**config.mk**
```make
export PLATFORM = sky130hd
export DESIGN_NAME = fifo_wr_arbiter
export DESIGN_NICKNAME = d
export VERILOG_FILES = /design/src/rtl/fifo_arb_pkg.sv /design/src/rtl/rr_pick.sv /design/src/rtl/fifo_wr_arbiter.sv
export SDC_FILE = /design/constraint.sdc
export NUM_CORES = 1
export LEC_CHECK = 0
export ABC_CLOCK_PERIOD_IN_PS = 2050
export BUFFER_PORTS_ARGS = -buffer_cell sky130_fd_sc_hd__buf_2
export CAP_MARGIN = 0
export CORE_AREA = 3 3 103 56
export CTS_BUF_LIST = sky130_fd_sc_hd__clkbuf_8 sky130_fd_sc_hd__clkbuf_16
export DETAILED_ROUTE_END_ITERATION = 10
export DIE_AREA = 0 0 106 59
export PLACE_DENSITY = 0.78
export SETUP_SLACK_MARGIN = 0.2
export SYNTH_ARGS = -nofsm -noshare
export SYNTH_HDL_FRONTEND = slang
export SYNTH_SLANG_ARGS = --single-unit
```
**constraint.sdc**
```tcl
create_clock -name clk -period 2.05 [get_ports clk]
set_input_delay 0 -clock clk [delete_from_list [all_inputs] [get_ports clk]]
set_output_delay 0 -clock clk [all_outputs]
set_load 0.01 [all_outputs]
```
**src/rtl/fifo_arb_pkg.sv**
```systemverilog
// fifo_arb_pkg: shared definitions for the FIFO write-side arbiter.
//   arb_state_e     : arbiter state encoding (IDLE = no owner, BUSY = owner granted)
//   DEF_*           : default parameter values used by the arbiter modules
//   clog2()         : ceiling log2 with a floor of 1, so every counter/pointer
//                     has at least one bit
package fifo_arb_pkg;

  typedef enum logic {
    IDLE = 1'b0,
    BUSY = 1'b1
  } arb_state_e;

  localparam int DEF_NUM_REQ    = 4;
  localparam int DEF_DATA_WIDTH = 32;
  localparam int DEF_BURST_MAX  = 4;

  function automatic int clog2(input int value);
    int result;
    result = 1;
    for (int i = 1; i < 31; i++) begin
      if ((1 << i) < value) begin
        result = i + 1;
      end
    end
    return result;
  endfunction

endpackage

```
**src/rtl/rr_pick.sv**
```systemverilog
// rr_pick: combinational round-robin picker.
//   req_i   [NUM_REQ-1:0] : request vector
//   start_i [PTR_W-1:0]   : index where the search begins (wraps modulo NUM_REQ)
//   pick_o  [NUM_REQ-1:0] : one-hot first requester at or after start_i, or 0
//   valid_o               : at least one request is present
// The request vector is duplicated side by side so the wrap-around search becomes
// a plain lowest-bit-first priority search over a window of NUM_REQ bits that
// starts at start_i.
module rr_pick
  import fifo_arb_pkg::*;
#(
  parameter int NUM_REQ = DEF_NUM_REQ,
  parameter int PTR_W   = clog2(NUM_REQ)
) (
  input  logic [NUM_REQ-1:0] req_i,
  input  logic [PTR_W-1:0]   start_i,
  output logic [NUM_REQ-1:0] pick_o,
  output logic               valid_o
);

  localparam int DBL = 2 * NUM_REQ;

  logic [DBL-1:0] dbl_req;
  logic [DBL-1:0] masked;
  logic [DBL-1:0] first;
  // seen[j] is set when some in-window request exists below bit j.
  logic [DBL:0]   seen;

  assign dbl_req = {req_i, req_i};
  assign seen[0] = 1'b0;

  generate
    for (genvar gi = 0; gi < DBL; gi++) begin : g_dbl
      localparam int J = gi;
      logic in_window;
      assign in_window   = (J >= int'(start_i)) && (J < int'(start_i) + NUM_REQ);
      assign masked[gi]  = dbl_req[gi] & in_window;
      assign first[gi]   = masked[gi] & ~seen[gi];
      assign seen[gi+1]  = seen[gi] | masked[gi];
    end
  endgenerate

  // Fold the doubled result back onto the producer indices.
  generate
    for (genvar gi = 0; gi < NUM_REQ; gi++) begin : g_fold
      assign pick_o[gi] = first[gi] | first[gi+NUM_REQ];
    end
  endgenerate

  // The window always spans NUM_REQ bits, so it covers every producer exactly once.
  assign valid_o = seen[DBL];

endmodule

```
**src/rtl/fifo_wr_arbiter.sv**
```systemverilog
// fifo_wr_arbiter: round-robin arbiter sharing one SYNC_FIFO write port among
// NUM_REQ producers, granting bursts of up to BURST_MAX beats.
//   clk, rst      : clock and synchronous active-high reset
//   req           : per-producer request, held with data until ready
//   req_data      : packed producer data, slice i belongs to producer i
//   ready         : one-hot-or-zero, beat of the owner accepted this cycle
//   grant         : registered one-hot-or-zero current owner
//   fifo_full     : FIFO full flag, sampled in the same cycle as the write
//   fifo_cs       : FIFO chip select (mirrors fifo_wr_en)
//   fifo_wr_en    : FIFO write enable
//   fifo_data_in  : owner's data slice, zero when no owner
// ready/fifo_wr_en/fifo_data_in depend only on registered grant plus req and
// fifo_full, so there is no combinational path from req to grant.
module fifo_wr_arbiter
  import fifo_arb_pkg::*;
#(
  parameter int NUM_REQ    = DEF_NUM_REQ,
  parameter int DATA_WIDTH = DEF_DATA_WIDTH,
  parameter int BURST_MAX  = DEF_BURST_MAX
) (
  input  logic                          clk,
  input  logic                          rst,
  input  logic [NUM_REQ-1:0]            req,
  input  logic [NUM_REQ*DATA_WIDTH-1:0] req_data,
  output logic [NUM_REQ-1:0]            ready,
  output logic [NUM_REQ-1:0]            grant,
  input  logic                          fifo_full,
  output logic                          fifo_cs,
  output logic                          fifo_wr_en,
  output logic [DATA_WIDTH-1:0]         fifo_data_in
);

  localparam int PTR_W = clog2(NUM_REQ);
  localparam int CNT_W = clog2(BURST_MAX);
  localparam logic [CNT_W-1:0] CNT_LAST = CNT_W'(BURST_MAX - 1);
  localparam logic [PTR_W-1:0] PTR_LAST = PTR_W'(NUM_REQ - 1);

  arb_state_e         state_q, state_d;
  logic [NUM_REQ-1:0] grant_q, grant_d;
  logic [PTR_W-1:0]   owner_q, owner_d;   // binary index mirroring grant_q
  logic [PTR_W-1:0]   rr_ptr_q, rr_ptr_d;
  logic [CNT_W-1:0]   cnt_q, cnt_d;

  logic [PTR_W-1:0]   owner_next_ptr;
  logic [PTR_W-1:0]   pick_start;
  logic [PTR_W-1:0]   pick_idx;
  logic [NUM_REQ-1:0] pick_onehot;
  logic               pick_valid;
  logic               owner_req;
  logic               accept;
  logic               burst_done;

  assign owner_next_ptr = (owner_q == PTR_LAST) ? '0 : owner_q + 1'b1;

  // In BUSY the picker is only consumed on release, where the search starts just
  // past the owner (the owner itself is still eligible, last in line).
  assign pick_start = (state_q == BUSY) ? owner_next_ptr : rr_ptr_q;

  rr_pick #(
    .NUM_REQ (NUM_REQ),
    .PTR_W   (PTR_W)
  ) u_rr_pick (
    .req_i   (req),
    .start_i (pick_start),
    .pick_o  (pick_onehot),
    .valid_o (pick_valid)
  );

  always_comb begin
    pick_idx = '0;
    for (int i = 0; i < NUM_REQ; i++) begin
      if (pick_onehot[i]) begin
        pick_idx = PTR_W'(i);
      end
    end
  end

  assign owner_req  = req[owner_q];
  assign accept     = (state_q == BUSY) & owner_req & ~fifo_full & ~rst;
  // A full stall is neither an accept nor a drop, so it never ends the burst.
  assign burst_done = (state_q == BUSY) & (~owner_req | (accept & (cnt_q == CNT_LAST)));

  // State register
  always_ff @(posedge clk) begin
    if (rst) begin
      state_q  <= IDLE;
      grant_q  <= '0;
      owner_q  <= '0;
      rr_ptr_q <= '0;
      cnt_q    <= '0;
    end else begin
      state_q  <= state_d;
      grant_q  <= grant_d;
      owner_q  <= owner_d;
      rr_ptr_q <= rr_ptr_d;
      cnt_q    <= cnt_d;
    end
  end

  // Next-state logic
  always_comb begin
    state_d  = state_q;
    grant_d  = grant_q;
    owner_d  = owner_q;
    rr_ptr_d = rr_ptr_q;
    cnt_d    = cnt_q;
    case (state_q)
      IDLE: begin
        if (pick_valid) begin
          state_d = BUSY;
          grant_d = pick_onehot;
          owner_d = pick_idx;
          cnt_d   = '0;
        end
      end
      BUSY: begin
        if (burst_done) begin
          rr_ptr_d = owner_next_ptr;
          cnt_d    = '0;
          if (pick_valid) begin
            // Hand straight over to the next owner without an idle bubble.
            grant_d = pick_onehot;
            owner_d = pick_idx;
          end else begin
            state_d = IDLE;
            grant_d = '0;
          end
        end else if (accept) begin
          cnt_d = cnt_q + 1'b1;
        end
      end
      default: begin
        state_d = IDLE;
        grant_d = '0;
        cnt_d   = '0;
      end
    endcase
  end

  // Output logic
  always_comb begin
    ready        = '0;
    fifo_wr_en   = 1'b0;
    fifo_data_in = '0;
    if (state_q == BUSY) begin
      fifo_data_in = req_data[owner_q*DATA_WIDTH +: DATA_WIDTH];
    end
    if (accept) begin
      ready      = grant_q;
      fifo_wr_en = 1'b1;
    end
  end

  assign fifo_cs = fifo_wr_en;
  assign grant   = grant_q;

endmodule

```
After elaboration in Yosys (flattened, before gate mapping)
Cells that the tools add are included.
{"block": "word_totals", "inputBits": 135, "word_cells": 99, "ff_bits": 11}
{"block": "classes", "n_reduce_logical": 6, "n_eq_ne": 5, "n_lt_le_gt_ge": 12, "muxes": 24, "add_sub_neg": 3, "bitwise": 43, "shift": 1}
{"operator": "< comparator 4 x 32 -> 1 bit (first input constant)", "n": 4}
{"operator": "variable part select 128 x 8 -> 32 bit", "n": 1}
{"operator": "< comparator 3 x 32 -> 1 bit (first input constant)", "n": 2}
{"operator": "< comparator 1 x 32 -> 1 bit (first input constant)", "n": 1}
{"operator": "< comparator 2 x 32 -> 1 bit (first input constant)", "n": 1}
{"operator": "2-to-1 mux 32 bit", "n": 1}
{"operator": "AND 1 bit", "n": 20}
{"operator": "2-to-1 mux 2 bit", "n": 9}
{"operator": "2-to-1 mux 4 bit", "n": 4}
{"operator": "OR 1 bit", "n": 12}
{"operator": "inverter 1 bit", "n": 11}
{"operator": "one-hot mux 2 bit (2 select lines)", "n": 2}
{"operator": "one-hot mux 4 bit (2 select lines)", "n": 1}
{"operator": "AND reduction 2 bit", "n": 3}
{"operator": "2-to-1 mux 1 bit", "n": 5}
{"operator": "adder 2 x 1 -> 2 bit (second input constant)", "n": 2}
{"operator": "adder 2 x 3 -> 4 bit (second input constant)", "n": 1}
{"operator": "equality test 2 bit (second input constant)", "n": 2}
{"operator": ">= comparator 1 x 2 -> 1 bit (first input constant)", "n": 2}
{"operator": "logical AND 1 bit", "n": 3}
{"operator": "< comparator 2 x 3 -> 1 bit (second input constant)", "n": 1}
{"operator": "inequality test 3 x 1 -> 1 bit (second input constant)", "n": 1}
{"operator": "binary-select mux 1 bit (select 2 bit)", "n": 1}
{"operator": ">= comparator 2 bit (first input constant)", "n": 1}
{"operator": "other kinds (3)", "n": 3}

Longest topological paths before layout
{"block": "logic_depth", "word_depth": 20, "depth_mapped": 6, "depth_no_buf": 6}

Hierarchy
A second synthesis with hierarchy kept.
{"block": "hier_totals", "hier_cells": 164, "area_unflattened_um2": 1770.4}
{"module": "fifo_wr_arbiter", "seq_area_each_um2": 220.2, "area_each_um2": 1652.8, "n_inst": 1, "cells_each": 145}
{"module": "rr_pick", "seq_area_each_um2": 0.0, "area_each_um2": 117.6, "n_inst": 1, "cells_each": 19}

Worst setup path after synthesis
Ideal clock, no wire load.
{"block": "synth_path", "kind": "register to register", "from": "register owner_q[0]", "to": "register cnt_q[0]", "stages_incl_launch_ff": 7, "setup_ns": 0.128, "t_required_ns": 1.922, "arrival_ns": 1.597, "setup_slack_ns": 0.326, "path_buffers": 1, "cell_sequence": "dfxtp_1 -> buf_6 -> mux4_2 -> o21a_1 -> mux2i_4 -> mux2i_1 -> nor2_1"}
{"block": "synth_between", "elab_chain_cells": 16, "word_cells_on_any_way": 48, "classes_between": "add/sub: 2; order compare: 11; eq/ne: 3; mux: 6; bitwise: 22; reduce/logical: 4"}
{"item": "start: declaration", "line": "fifo_wr_arbiter.sv:40", "source": "logic [PTR_W-1:0] owner_q, owner_d;"}
{"item": "start signal: assignment", "line": "fifo_wr_arbiter.sv:94", "source": "owner_q <= owner_d;"}
{"item": "adder 2 x 1 -> 2 bit or equality test 2 bit (tied branches)", "line": "fifo_wr_arbiter.sv:53", "source": "assign owner_next_ptr = (owner_q == PTR_LAST) ? '0 : owner_q + 1'b1;"}
{"item": "2-to-1 mux 2 bit", "line": "fifo_wr_arbiter.sv:53"}
{"item": "2-to-1 mux 2 bit", "line": "fifo_wr_arbiter.sv:57", "source": "assign pick_start = (state_q == BUSY) ? owner_next_ptr : rr_ptr_q;"}
{"item": "adder 2 x 3 -> 4 bit", "line": "rr_pick.sv:36", "source": "assign in_window = (J >= int'(start_i)) && (J < int'(start_i) + NUM_REQ);"}
{"item": "< comparator 1 x 32 -> 1 bit or < comparator 2 x 32 -> 1 bit (tied branches)", "line": "rr_pick.sv:36"}
{"item": "logical AND 1 bit", "line": "rr_pick.sv:36"}
{"item": "AND 1 bit", "line": "rr_pick.sv:37", "source": "assign masked[gi] = dbl_req[gi] & in_window;"}
{"item": "OR 1 bit (7 in series)", "line": "rr_pick.sv:39", "source": "assign seen[gi+1] = seen[gi] | masked[gi];"}
{"item": "inequality test 2 bit (no line)"}
{"item": "AND reduction 2 bit (no line)"}
{"item": "end signal: assignment", "line": "fifo_wr_arbiter.sv:96", "source": "cnt_q <= cnt_d;"}
{"item": "end: declaration", "line": "fifo_wr_arbiter.sv:42", "source": "logic [CNT_W-1:0] cnt_q, cnt_d;"}
Parallel ways exist; a longest one is shown, timed or not. The select of a mux whose other input is x is not followed.
A chain may end at the register's enable or synchronous reset.

Final worst setup path
{"block": "layout_path", "from": "register owner_q[0]", "to": "output port fifo_data_in[30]"}
{"block": "layout_between", "elab_chain_cells": 2}
{"item": "variable part select 128 x 8 -> 32 bit", "line": "fifo_wr_arbiter.sv:146", "source": "fifo_data_in = req_data[owner_q*DATA_WIDTH +: DATA_WIDTH];"}
{"item": "2-to-1 mux 32 bit", "line": "fifo_wr_arbiter.sv:145", "source": "if (state_q == BUSY) begin"}
{"item": "end: declaration", "line": "fifo_wr_arbiter.sv:30", "source": "output logic [DATA_WIDTH-1:0] fifo_data_in"}
No other way between the ends.

==> out/qor.yml <==
run_status:
  status: "completed"
clock_tree:
  postCtsHoldBufs: 0
  numCtsBuffers: 3
  clock_latency_ns: 0.24
  root_buffer: "clkbuf_8"
  cts_max_path_buffers: 2
  cts.sinks: 11
  path_clk_slew_ns: 0.05
  cts_setup_buffers: 0
  tritoncts: "yes"
  htree_levels: 1
detailed_routing:
  drt_iter0_drc: 145
  wire_per_inst_um: 16.0
  ant_nets: 0
  drc: 0
  vias: 2057
  via_per_inst: 5.18
  dr.pass1.iters: 4
  drt_wl_total_um: 6340
flow_run:
  maxCapViolCount: 0
grt:
  antenna_found_initial: 0
  grt_pass1_wl_um: 9590
  grt_pass1_vias: 2065
  grtUsageTotal_pct: 18.7
  grt-ovfl-total: 0
  grt_max_degree: 34
critical_path:
  slowest_stage: "mux4_2"
  crit_chain: "buf_4 -> mux4_2 -> and2_1 -> buf_2"
  worstSetupPathDepth: 4
  arrival_ns: 1.79
  endpoint_kind: "output pin"
  worstSetupPathType: "flop to output pin"
  worst_r2r_path_depth: 6
  slowest_delay_ns: 0.54
  path_buf_inv: 2
  critPathTopFamily: "multiplexers"
  critPathLaunchType: "flop"
  critical_path_required_ns: 2.05
  critPathMaxFanout: 15
synthesis:
  synth.cell_area_um2: 1700
  yosysSeqAreaShare_pct: 12.9
  synth_xor_area_share_pct: 0
  synth_top_family_by_area: "multiplexers"
  yosys.area.top_type_share_pct: 43.6
  yosysTopAreaCell: "mux4_2"
  syn_inst: 157
  async_flop_share_pct: 0
  synth_fa_ha_area_share_pct: 1.47
  avgSynthCellArea_um2: 10.8
  synth_cell_types: 40
  synth_nets: 294
  yosys_warnings: 0
  synth-simple-area-share_pct: 23.8
  synthMuxAreaShare_pct: 47.3
  ys.flop_type: "dfxtp_1"
  synth_edf_count: 0
  ys_seq_elements: 11
  synth-compound-area-share_pct: 9.99
  synth.area.top_cells: "mux4_2 44%, and2_1 14%, dfxtp_1 13%"
timing:
  finClkSkew_ns: 0.00309
  worstMarginPinSlew_ns: 0.527
  slew_viol_final: 0
  fmax_mhz: 559
  max-slew-margin-rel_pct: 64.6
  finalSetupTns_ns: 0
  final.setup.worst_slack_ns: 0.261
  layout_min_cycle_time_ns: 1.79
  rsz0062_at_grt: "yes"
  setup_viol: 0
  hold_viol: 0
  fin_crit_sh_pct: 87.3
placed_design:
  io_buffers: 176
  hpwl_um: 5420
  gp_congestion: 0.910
  pre_cts_slack_ns: 0.190
floorplan:
  die_x_um: 106
  rows: 18
  ioPinCount: 177
  core_um2: 4860
  dieArea_um2: 6250
  start_util_pct: 35.0
  die_h_um: 59
finish:
  drive_above_1_share_pct: 69.1
  fillers: 428
  nNetsFinal: 465
  areaGrowthSynthToFinish_pct: 59.3
  antenna_cells: 0
pwr:
  power_density_nw_per_um2: 466
  p_leak_nw: 1.31
  ir_drop_uv: 218
hold_path:
  hold_class: "primary input to flop"
  min_delay_path_depth: 2
state kept, by name (all words and copies together), names as in the netlist:
name and count:
grant 4, cnt_q 2, owner_q 2, rr_ptr_q 2, state_q 1
layout make-up:
cell class | count | area (um2) | share of cell area (%)
timing repair buffer | 181 | 922 | 34.0
sequential | 11 | 224 | 8.26
clock buffer | 3 | 41.3 | 1.52
multi-input combinational | 130 | 1430 | 52.7
clock inverter | 1 | 3.75 | 0.138
tap | 70 | 87.6 | 3.23
inverter | 1 | 3.75 | 0.138
metrics by stage:
step	area [um2]	power, W	utilization (%)	instances	hold WS [ns]
CTS	2680	0.00127	55.2	397	0.0884
floorplan	1700	0.000771	-	157	0.0721
global placement	2640	0.00102	54.2	393	0.327
global route	2710	0.00136	55.8	397	0.125
detailed placement	2640	0.00105	54.2	393	0.335
finish	2710	0.00126	55.8	397	0.0998
cell families (layout without fill, tap and decap cells):
family	after synthesis	count (layout)
buffers and inverters	16	186
flip-flops	11	11
adder cells (fa/ha/maj)	2	2
AND/OR/NAND/NOR	69	69
multiplexers	38	38
AO/OA/AOI/OAI	21	21
metal layers:
| metal | part of all wire, % | track usage, % | wire length [um] |
|---|---|---|---|
| met4 | 1.7 | 5.17 | 106 |
| met5 | 0 | 0 | 0 |
| met3 | 7.0 | 2.61 | 443 |
| met2 | 55 | 36.9 | 3460 |
| met1 | 37 | 21.9 | 2330 |
where the power goes:
group	internal (W)	switching, W
Combinational	0.000453	0.000344
Sequential	0.000236	0.0000227
Clock	0.000131	0.0000772
Total	0.000820	0.000444
worst paths after layout:
check | from | endpoint | slack [ns]
setup / recovery | owner_q[0] | fifo_data_in[30] | 0.26
hold / removal | rst | state_q | 0.1
setup reg to reg | owner_q[0] | owner_q[0] | 0.29
hold reg to reg | grant[3] | grant[3] | 0.47
Yosys cell counts (2+ instances only):
master and count:
nand3_1 3, o211ai_1 2, clkbuf_1 8, mux2i_1 4, a21oi_1 5, ha_1 2
buf_2 4, mux4_2 33, nor2_1 11, nand4_1 2, and2_1 37, dfxtp_1 11
nand2_1 7, nand2b_1 2
cell usage in the layout (no fill, tap or decap), types with 2 or more instances in the layout:
master | netlist | final
nand2_1 | 7 | 7
mux2i_1 | 4 | 4
mux4_2 | 33 | 33
clkbuf_8 | 0 | 3
and2_1 | 37 | 37
dfxtp_1 | 11 | 10
buf_4 | 1 | 4
buf_2 | 4 | 176
nand4_1 | 2 | 2
o211ai_1 | 2 | 2
nand3_1 | 3 | 3
nand2b_1 | 2 | 2
inv_1 | 1 | 2
a21oi_1 | 5 | 5
nor2_1 | 11 | 11
what timing repair did:
| item | 4_1_cts | 5_1_grt |
|---|---|---|
| cloned | 0 | 0 |
| setup endpoints to repair | 5 | 39 |
| resized for setup | 1 | 5 |
No activity file was read; power rests on OpenSTA's default activity.
